`config.mk`:
```
export PLATFORM = sky130hd
export DESIGN_NAME = scanline_span
export DESIGN_NICKNAME = d
export VERILOG_FILES = /design/src/rtl/raster_pkg.sv /design/src/rtl/span_div.sv /design/src/rtl/scanline_span.sv
export SDC_FILE = /design/constraint.sdc
export NUM_CORES = 2
export LEC_CHECK = 0
export BUFFER_PORTS_ARGS = -buffer_cell sky130_fd_sc_hd__buf_2
export CAP_MARGIN = 20
export CORE_UTILIZATION = 46
export DETAILED_ROUTE_END_ITERATION = 8
export SYNTH_ARGS = -nofsm -noshare
export SYNTH_HDL_FRONTEND = slang
export SYNTH_SLANG_ARGS = --single-unit
```
`constraint.sdc`:
```
create_clock -name clk -period 24.8 [get_ports clk]
set_input_delay 4.96 -clock clk [delete_from_list [all_inputs] [get_ports clk]]
set_output_delay 4.96 -clock clk [all_outputs]
set_load 0.005 [all_outputs]
```
`src/rtl/raster_pkg.sv`:
```
// ============================================================================
// Module  : raster_pkg
// Brief   : Shared types and width helpers for the scanline span setup block.
// Revision: 1.0 - initial release
// ============================================================================
`default_nettype none

package raster_pkg;

    typedef enum logic [2:0] {
        ST_IDLE  = 3'd0,
        ST_SETUP = 3'd1,
        ST_DIV   = 3'd2,
        ST_MUL   = 3'd3,
        ST_SUM   = 3'd4,
        ST_OUT   = 3'd5
    } span_state_e;

    // Source of the interpolation factor, fixed during SETUP.
    typedef enum logic [1:0] {
        T_QUOT = 2'd0,
        T_ZERO = 2'd1,
        T_ONE  = 2'd2
    } tsel_e;

    // Result fields are sized for the widest supported pixel x.
    localparam int SPAN_X_MAX_W = 16;

    typedef struct packed {
        logic [SPAN_X_MAX_W-1:0] start_x;
        logic [SPAN_X_MAX_W-1:0] end_x;
        logic                    empty;
    } span_result_t;

    function automatic int prod_width(input int coord_w, input int frac_w);
        return coord_w + 1 + frac_w + 1;
    endfunction

    function automatic int sum_width(input int coord_w);
        return coord_w + 2;
    endfunction

    localparam int PROD_W_DEF = prod_width(16, 14);
    localparam int SUM_W_DEF  = sum_width(16);

endpackage

`default_nettype wire

```
`src/rtl/span_div.sv`:
```
// ============================================================================
// Module  : span_div
// Brief   : Unsigned restoring divider, quot = floor(num * 2^FRAC_W / den),
//           one quotient bit per cycle, done FRAC_W+1 cycles after start.
// Revision: 1.0 - initial release
// ============================================================================
`default_nettype none

module span_div #(
    parameter int WIDTH  = 17,
    parameter int FRAC_W = 14
) (
    input  logic              clk,
    input  logic              reset,
    input  logic              start,
    input  logic [WIDTH-1:0]  num_mag,
    input  logic [WIDTH-1:0]  den_mag,
    output logic [FRAC_W:0]   quot,
    output logic              done
);

    localparam int CW = $clog2(FRAC_W + 1);

    logic [WIDTH-1:0]  rem_q, rem_d;
    logic [WIDTH-1:0]  den_q, den_use;
    logic [WIDTH:0]    rem_in;
    logic [FRAC_W:0]   quot_q;
    logic [CW-1:0]     cnt_q;
    logic              busy_q;
    logic              done_q;
    logic              ge;

    // The load cycle already resolves the integer quotient bit.
    always_comb begin
        den_use = start ? den_mag : den_q;
        rem_in  = start ? {1'b0, num_mag} : {rem_q, 1'b0};
        ge      = (rem_in >= {1'b0, den_use});
        rem_d   = ge ? WIDTH'(rem_in - {1'b0, den_use}) : rem_in[WIDTH-1:0];
    end

    always_ff @(posedge clk) begin
        if (reset) begin
            rem_q  <= '0;
            den_q  <= '0;
            quot_q <= '0;
            cnt_q  <= '0;
            busy_q <= 1'b0;
            done_q <= 1'b0;
        end else begin
            done_q <= 1'b0;
            if (start) begin
                rem_q  <= rem_d;
                den_q  <= den_mag;
                quot_q <= {{FRAC_W{1'b0}}, ge};
                cnt_q  <= CW'(FRAC_W);
                busy_q <= 1'b1;
            end else if (busy_q) begin
                rem_q  <= rem_d;
                quot_q <= {quot_q[FRAC_W-1:0], ge};
                cnt_q  <= cnt_q - CW'(1);
                if (cnt_q == CW'(1)) begin
                    busy_q <= 1'b0;
                    done_q <= 1'b1;
                end
            end
        end
    end

    assign quot = quot_q;
    assign done = done_q;

endmodule

`default_nettype wire

```
`src/rtl/scanline_span.sv`:
```
// ============================================================================
// Module  : scanline_span
// Brief   : Interpolates two polygon edges at a scanline and emits an ordered,
//           screen-clipped pixel span with fixed latency over valid/ready.
// Revision: 1.0 - initial release
// ============================================================================
`default_nettype none

module scanline_span
    import raster_pkg::*;
#(
    parameter int COORD_W  = 16,
    parameter int SUBPIX   = 5,
    parameter int FRAC_W   = 14,
    parameter int X_W      = 11,
    parameter int SCREEN_W = 640
) (
    input  logic                      clk,
    input  logic                      reset,
    input  logic                      in_valid,
    output logic                      in_ready,
    input  logic signed [COORD_W-1:0] y,
    input  logic signed [COORD_W-1:0] ax,
    input  logic signed [COORD_W-1:0] ay,
    input  logic signed [COORD_W-1:0] bx,
    input  logic signed [COORD_W-1:0] by,
    input  logic signed [COORD_W-1:0] cx,
    input  logic signed [COORD_W-1:0] cy,
    input  logic signed [COORD_W-1:0] dx,
    input  logic signed [COORD_W-1:0] dy,
    output logic                      out_valid,
    input  logic                      out_ready,
    output logic [X_W-1:0]            start_x,
    output logic [X_W-1:0]            end_x,
    output logic                      out_empty
);

    localparam int DW = COORD_W + 1;
    localparam int TW = FRAC_W + 1;
    localparam int PW = prod_width(COORD_W, FRAC_W);
    localparam int SW = sum_width(COORD_W);
    localparam logic [TW-1:0]        T_UNITY = {1'b1, {FRAC_W{1'b0}}};
    localparam logic signed [SW-1:0] SCR_MAX = SW'(SCREEN_W - 1);

    span_state_e state_q, state_d;
    logic        ready_q;
    logic        accept;
    logic        div_start;

    logic signed [COORD_W-1:0] y_q;
    logic signed [COORD_W-1:0] p0x_q [2];
    logic signed [COORD_W-1:0] p0y_q [2];
    logic signed [COORD_W-1:0] p1x_q [2];
    logic signed [COORD_W-1:0] p1y_q [2];

    tsel_e                tsel_q [2];
    tsel_e                tsel_w [2];
    logic signed [PW-1:0] prod_q [2];
    logic signed [PW-1:0] prod_w [2];
    logic signed [SW-1:0] x_w    [2];
    logic [1:0]           done_w;

    logic signed [DW-1:0] ty;
    logic signed [SW-1:0] x_lo, x_hi, lo, hi, clip_lo, clip_hi;
    span_result_t         result_q, result_d;

    assign accept    = in_valid && ready_q;
    assign div_start = (state_q == ST_SETUP);

    always_comb begin
        state_d = state_q;
        case (state_q)
            ST_IDLE:  if (accept) state_d = ST_SETUP;
            ST_SETUP: state_d = ST_DIV;
            ST_DIV:   if (&done_w) state_d = ST_MUL;
            ST_MUL:   state_d = ST_SUM;
            ST_SUM:   state_d = ST_OUT;
            ST_OUT:   if (out_ready) state_d = ST_IDLE;
            default:  state_d = ST_IDLE;
        endcase
    end

    always_comb begin
        ty = {y_q[COORD_W-1], y_q};
        ty = ty <<< SUBPIX;
    end

    for (genvar e = 0; e < 2; e++) begin : g_edge
        logic signed [DW-1:0] num, den, dxe;
        logic [DW-1:0]        num_mag, den_mag;
        logic [TW-1:0]        quot, t;
        logic signed [PW-1:0] prod;
        logic [PW-1:0]        prod_mag, delta_mag;
        logic signed [SW-1:0] delta, x;
        logic                 div_done;
        tsel_e                tsel;

        always_comb begin
            num     = ty - {p0y_q[e][COORD_W-1], p0y_q[e]};
            den     = {p1y_q[e][COORD_W-1], p1y_q[e]} - {p0y_q[e][COORD_W-1], p0y_q[e]};
            dxe     = {p1x_q[e][COORD_W-1], p1x_q[e]} - {p0x_q[e][COORD_W-1], p0x_q[e]};
            num_mag = num[DW-1] ? $unsigned(-num) : $unsigned(num);
            den_mag = den[DW-1] ? $unsigned(-den) : $unsigned(den);

            tsel = T_QUOT;
            if (den == '0)
                tsel = T_ONE;
            else if (num != '0 && num[DW-1] != den[DW-1])
                tsel = T_ZERO;
            else if (num_mag >= den_mag)
                tsel = T_ONE;

            t = quot;
            if (tsel_q[e] == T_ONE)
                t = T_UNITY;
            else if (tsel_q[e] == T_ZERO)
                t = '0;
            prod = {{(PW-DW){dxe[DW-1]}}, dxe} * $signed({{(PW-TW){1'b0}}, t});

            // Shift the magnitude so the fractional part truncates toward zero.
            prod_mag  = prod_q[e][PW-1] ? $unsigned(-prod_q[e]) : $unsigned(prod_q[e]);
            delta_mag = prod_mag >> FRAC_W;
            delta     = prod_q[e][PW-1] ? -$signed(SW'(delta_mag)) : $signed(SW'(delta_mag));
            x         = {{2{p0x_q[e][COORD_W-1]}}, p0x_q[e]} + delta;
        end

        span_div #(
            .WIDTH  (DW),
            .FRAC_W (FRAC_W)
        ) u_div (
            .clk     (clk),
            .reset   (reset),
            .start   (div_start),
            .num_mag (num_mag),
            .den_mag (den_mag),
            .quot    (quot),
            .done    (div_done)
        );

        assign tsel_w[e] = tsel;
        assign prod_w[e] = prod;
        assign x_w[e]    = x;
        assign done_w[e] = div_done;
    end

    always_comb begin
        x_lo     = (x_w[0] < x_w[1]) ? x_w[0] : x_w[1];
        x_hi     = (x_w[0] < x_w[1]) ? x_w[1] : x_w[0];
        lo       = x_lo >>> SUBPIX;
        hi       = x_hi >>> SUBPIX;
        clip_lo  = (lo < 0) ? '0 : lo;
        clip_hi  = (hi > SCR_MAX) ? SCR_MAX : hi;
        result_d = '0;
        if (hi < 0 || lo > SCR_MAX) begin
            result_d.empty = 1'b1;
        end else begin
            result_d.start_x = SPAN_X_MAX_W'(clip_lo);
            result_d.end_x   = SPAN_X_MAX_W'(clip_hi);
        end
    end

    always_ff @(posedge clk) begin
        if (reset) begin
            state_q  <= ST_IDLE;
            ready_q  <= 1'b0;
            result_q <= '0;
            y_q      <= '0;
            for (int e = 0; e < 2; e++) begin
                p0x_q[e]  <= '0;
                p0y_q[e]  <= '0;
                p1x_q[e]  <= '0;
                p1y_q[e]  <= '0;
                tsel_q[e] <= T_QUOT;
                prod_q[e] <= '0;
            end
        end else begin
            state_q <= state_d;
            ready_q <= (state_d == ST_IDLE);
            if (accept) begin
                y_q      <= y;
                p0x_q[0] <= ax;
                p0y_q[0] <= ay;
                p1x_q[0] <= bx;
                p1y_q[0] <= by;
                p0x_q[1] <= cx;
                p0y_q[1] <= cy;
                p1x_q[1] <= dx;
                p1y_q[1] <= dy;
            end
            for (int e = 0; e < 2; e++) begin
                if (state_q == ST_SETUP) tsel_q[e] <= tsel_w[e];
                if (state_q == ST_MUL)   prod_q[e] <= prod_w[e];
            end
            if (state_q == ST_SUM) result_q <= result_d;
        end
    end

    assign in_ready  = ready_q;
    assign out_valid = (state_q == ST_OUT);
    assign start_x   = X_W'(result_q.start_x);
    assign end_x     = X_W'(result_q.end_x);
    assign out_empty = result_q.empty;

endmodule

`default_nettype wire

```
# --- Word level (Yosys, flattened, before mapping) ---
# Memories as Yosys holds them, arrays and structs flattened.
# Index checks and enable logic that the tools add are counted.
word_totals:
  regBits: 149
  ramBits: 196
  input_bits: 148
  out_inout_bits: 25
  elab_cells: 179
  memories: 6
mem_list:
  columns: ["name", "depth", "width", "rd", "rd_ports_with_merged_regs", "write_ports", "line", "text"]
  rows:
  - ["prod_q", 2, 32, 2, 0, 2, "scanline_span.sv:58", "logic signed [PW-1:0] prod_q [2];"]
  - ["p0x_q", 2, 16, 2, 0, 2, "scanline_span.sv:51", "logic signed [COORD_W-1:0] p0x_q [2];"]
  - ["p0y_q", 2, 16, 2, 0, 2, "scanline_span.sv:52", "logic signed [COORD_W-1:0] p0y_q [2];"]
  - ["p1x_q", 2, 16, 2, 0, 2, "scanline_span.sv:53", "logic signed [COORD_W-1:0] p1x_q [2];"]
  - ["p1y_q", 2, 16, 2, 0, 2, "scanline_span.sv:54", "logic signed [COORD_W-1:0] p1y_q [2];"]
  - ["tsel_q", 2, 2, 2, 0, 2, "scanline_span.sv:56", "tsel_e tsel_q [2];"]
op_classes:
  add_sub_neg: 20
  mul: 2
  n_lt_le_gt_ge: 9
  eq_ne: 13
  muxes: 77
  bitwise: 14
  n_reduce_logical: 16
ops:
  columns: ["cell", "count"]
  rows:
  - ["2-to-1 mux 17 bit", 12]
  - ["2-to-1 mux 16 bit", 9]
  - ["2-to-1 mux 32 bit", 4]
  - ["2-to-1 mux 18 bit", 6]
  - ["negation 17 bit", 4]
  - ["subtractor 16 x 16 -> 17 bit", 4]
  - ["subtractor 17 bit", 4]
  - ["multiplier 17 x 16 -> 32 bit", 2]
  - ["negation 32 bit", 2]
  - ["2-to-1 mux 15 bit", 4]
  - ["adder 18 bit", 2]
  - [">= comparator 18 x 17 -> 1 bit", 2]
  - ["negation 18 bit", 2]
  - [">= comparator 17 bit", 2]
  - ["logical NOT 17 bit", 2]
  - ["nonzero test 17 bit", 2]
  - ["2-to-1 mux 27 bit", 1]
  - ["> comparator 13 x 11 -> 1 bit (second input constant)", 2]
  - ["< comparator 13 x 1 -> 1 bit (second input constant)", 2]
  - ["2-to-1 mux 1 bit", 24]
  - ["< comparator 18 bit", 1]
  - ["case mux 3 bit (6 select lines)", 1]
  - ["2-to-1 mux 2 bit", 8]
  - ["2-to-1 mux 4 bit", 4]
  - ["other kinds (19)", 45]

# --- Depth between registers and ports, before layout ---
# An unclocked memory read counts as a cell.
depth:
  depth_word: 11
  depth_mapped: 40
  ltp_nobuf: 39

# --- Modules after synthesis ---
# A second synthesis with hierarchy kept.
unflattened:
  cells_unflattened: 5054
  area_unflattened_um2: 44783.0
by_module_without_submodules:
  columns: ["mod", "instances", "cells_each", "area_per_inst_um2", "seq_area_each_um2"]
  rows:
  - ["scanline_span", 1, 4322, 38290.5, 6666.4]
  - ["span_div at g_edge[1].u_div", 1, 375, 3353.2, 1101.1]
  - ["span_div at g_edge[0].u_div", 1, 357, 3139.3, 1101.1]

# --- Worst setup path before layout ---
# OpenSTA, ideal clock, no wires.
synth_timing:
  kind: "flip-flop to flip-flop"
  from: "memory p1x_q[0][0]"
  to: "memory prod_q[0][29] (netlist bit), data pin"
  setup_time_ns: 0.266
  arrival_time_ns: 8.858
  slack_ns: 15.676
  stages_incl_launch_ff: 37
  synth_period_minus_slack_ns: 9.124
  cell_sequence: "edfxtp_1 -> inv_1 -> ha_1 -> inv_1 -> fa_1 -> a21o_1 -> a21oi_1 -> o21ai_0 -> a21oi_1 -> o21ai_1 -> a211o_1 -> a2111oi_0 -> nor2_1 -> xor2_1 -> nand2_1 -> fa_1 -> inv_1 -> fa_1 -> fa_1 -> inv_1 -> fa_1 -> fa_1 -> fa_1 -> inv_1 -> ha_1 -> a21o_1 -> a21o_1 -> a21oi_1 -> nor3b_1 -> o211ai_1 -> a311oi_1 -> o21ai_0 -> a31o_2 -> a21o_1 -> a21oi_1 -> xor2_1 -> nor2_1"
synth_rtl:
  columns: ["item", "line"]
  rows:
  - ["start: declaration", "scanline_span.sv:53"]
  - ["end: declaration", "scanline_span.sv:58"]

==> key figures <==
Synthesis
  – Post-synth top area share: 23.5%
  – Yosys warns: 0
  – Post-Syn Area per Cell: 8.79 sq um
  – Area contributors post-synth: fa_1 24%, edfxtp_1 13%, ha_1 11%
  – #FFs+latches synth: 345
  – Synth cell types: 96
  – Seq/Total Area, Yosys: 20.2%
  – Syn nets: 6038
  – Cell Area, Synth: 44000 sq um
  – Asr flop ratio synth: 0%
  – Post-synth EDFFs: 196
  – Synth Flop Type: edfxtp_1
  – Cell taking the most area after synthesis: fa_1
  – Post-synthesis instance total: 4998

Drt
  – Final wirelength: 115000 um
  – Detailed Routing Iterations Pass 1: 7
  – Vias/cell: 5.37
  – Via Count: 34.3k
  – Avg WL per Cell: 18.0 um
  – ANT nets after route: 0
  – Iter 0 DRT Violations: 2073
  – DRC viols: 0

Timing
  – Hold WS: 0.465 ns
  – Final min period: 10.82 ns
  – Slew HR: 28.4%
  – Slew @ Worst Pin: 1.07 ns
  – Setup ws final: 13.98 ns
  – Period utilisation layout: 43.6%
  – Max-slew violations: 0
  – TNS Setup: 0 ns
  – Final Skew: 0.0325 ns
  – Fmax: 0.0924 GHz
  – Final Hold Fails: 0
  – RSZ-0062 raised after global routing: false
  – Setup violators final: 0

Cells and area
  – Share of cells above drive strength 1: 7.80%
  – Final Util: 50.1%
  – Commonest non-fill, non-tap cells in the layout: 716 x inv_1, 582 x nor2_1, 516 x fa_1
  – Most common cell after layout, fill and taps aside: inv_1
  – # fillers: 9074
  – Layout area overhead: 8.24%
  – NumNets Final: 6122

Global route
  – All-layer global routing usage: 24.1%
  – Vias in the first global route: 34.5k
  – Grt ovf: 0
  – Largest net degree at the start of global routing: 95
  – First-pass GRT wire length: 186000 um
  – Initial antenna violation count: 1

Clock network
  – Clk root buf: clkbuf_16
  – Worst-path clk slew: 0.07 ns
  – Post-CTS setup buffers: 0
  – Maximum clock path buffer count: 3
  – CTS tree: done
  – Clock latency on the worst-skew pair: 0.62 ns
  – Post-cts resize count: 0
  – Hold Buf Count CTS: 0
  – TritonCTS Buffers: 44
  – CTS H-tree depth: 2
  – Clock sink count: 345

Setup path
  – Critical path data arrival time: 11.15 ns
  – Reg2reg setup slack: 13.98 ns
  – CP max stage delay: 0.64 ns
  – CP max-delay cell: a2111oi_0
  – Critical Path Sink Type: register
  – Max FO, Critical Path: 15
  – Most used cell, CP: fa_1
  – Startpoint Class: register
  – WS Path Type: register to register
  – Reg-to-reg endpoint: prod_q[0][29]
  – RR Startpoint: p1x_q[0][0]
  – FF-to-FF path depth: 36
  – Worst EP required: 25.13 ns

Power and ir drop
  – IR drop worst, VDD: 49.7 uV
  – Comb pwr share: 44.8%
  – Pwr Total: 2.40 mW
  – Switching share of power: 40.6%
  – Pint: 1.43 mW
  – Clk pwr share: 27.1%
  – Sequential power share: 28.0%
  – Switching Power: 0.974 mW
  – Static leakage: 20.5 nW
  – Total power per unit cell area: 50.5 nW/um^2

Floorplan
  – Starting density of the core: 46.3%
  – DIE AREA: 96800 sq um
  – DIE WIDTH: 311 um
  – Total core area: 94900 sq um
  – IO Pins: 173
  – Num rows: 113
  – Die height: 311 um

Worst hold path
  – End of the worst hold path: start_x[10]
  – Kind of path behind the tightest hold check: register to register
  – Hold Startpoint: start_x[10]
  – Worst hold path cell count: 1

Place
  – IO buf count: 168
  – Detailed placement HPWL: 91000 um
  – RD Place Congestion: 0.910
  – Dpl ws: 13.80 ns

Flow run
  – Max cap viols: 0

Outcome
  – Status: complete, no violations
## how the worst max path moves through the flow
stage	start	end	slack, ns	cells past startpoint
after floorplan	p1x_q[0][0]	prod_q[0][29]	15.68	36
after global placement	p1x_q[0][0]	prod_q[0][29]	13.82	36
after detailed placement	p1x_q[0][0]	prod_q[0][29]	13.80	36
after CTS	p1x_q[0][0]	prod_q[0][29]	13.71	36
after global routing	p1x_q[0][0]	prod_q[0][29]	13.34	36
final	p1x_q[0][0]	prod_q[0][29]	13.98	36
## cell usage after synthesis (44+ instances only)
master      n
dfxtp_1   149
a21oi_1   190
a211oi_1   46
a21o_1     62
nor3_1    101
nand3_1    66
mux2i_1    45
xnor2_1   191
fa_1      516
ha_1      376
nand2_1   473
nor2_1    584
xor2_1    116
clkbuf_1  169
and2_1    185
o21ai_0   156
inv_1     716
edfxtp_1  196
o21a_1     59
nand2b_1   44
a31oi_1    52
## metrics by stage
| step | area (sq um) | std cells |
|---|---|---|
| floorplan | 44000 | 4998 |
| global placement | 46100 | 6297 |
| global route | 47600 | 6382 |
| finish | 47600 | 6383 |
| CTS | 47500 | 6380 |
| detailed placement | 46100 | 6299 |
## flip-flops by register name, summed over array words and instances (netlist names)
register and flops:
in_ready 1, start_x 11, g_edge.u_div.rem_q 34, p1x_q 32
p0y_q 32, g_edge.u_div.quot 30, g_edge.u_div.busy_q 2, g_edge.u_div.done 2
out_empty 1, p1y_q 32, y_q 12, tsel_q 4
state_q 3, prod_q 64, g_edge.u_div.den_q 34, end_x 11
g_edge.u_div.cnt_q 8, p0x_q 32
## layout make-up
type / instances / area [sq um] / area share (%)
Antenna cell: 1 / 2.50 / 0.00526
Clock buffer: 55 / 1200 / 2.53
Clock inverter: 26 / 223 / 0.468
Inverter: 716 / 2690 / 5.65
Multi-Input combinational cell: 3757 / 31800 / 66.8
Sequential cell: 345 / 8870 / 18.6
Tap cell: 1265 / 1580 / 3.33
Timing Repair Buffer: 218 / 1230 / 2.59
## power by group through the flow
| stage | clock [mW] | combinational [mW] | sequential (mW) |
|---|---|---|---|
| floorplan | 0 | 0.788 | 0.672 |
| global placement | 0 | 1.05 | 0.685 |
| detailed placement | 0 | 1.06 | 0.685 |
| CTS | 0.670 | 1.07 | 0.673 |
| global route | 0.691 | 1.21 | 0.677 |
| finish | 0.651 | 1.08 | 0.673 |
## worst max-delay path: cells and delay by family, from the launching register on
kind	cells	cell delay (ns)
buf+inv	5	0.45
simple gates	3	0.54
fa+ha+maj	9	3.93
flops	1	0.35
compound gates	18	5.12
xor+xnor	1	0.15
## logic make-up (layout without fill, tap and decap cells)
family	count (synthesis)	count (layout)	synth area share (%)
adders and majority gates	895	895	34.3
other	0	1	0
and+or+nand+nor	1675	1675	17.7
AOI/OAI and AO/OA	798	798	12.1
xor gates and xnor gates	308	308	6.15
buffers and inverters	896	1015	7.67
muxes	81	81	1.96
DFF	345	345	20.2
## per-layer routing
metal  vias to the layer above  share of wire (%)  wire, um  GRT usage, %
met3                       200                6.2      7080          3.83
met5                         -             0.0096        11             0
met1                     16500                 45     51600          33.1
met2                       947                 45     51900          38.7
li1                      16600                  -         -             -
met4                         2                3.6      4130          8.18
No activity file was read; power rests on OpenSTA's default activity.
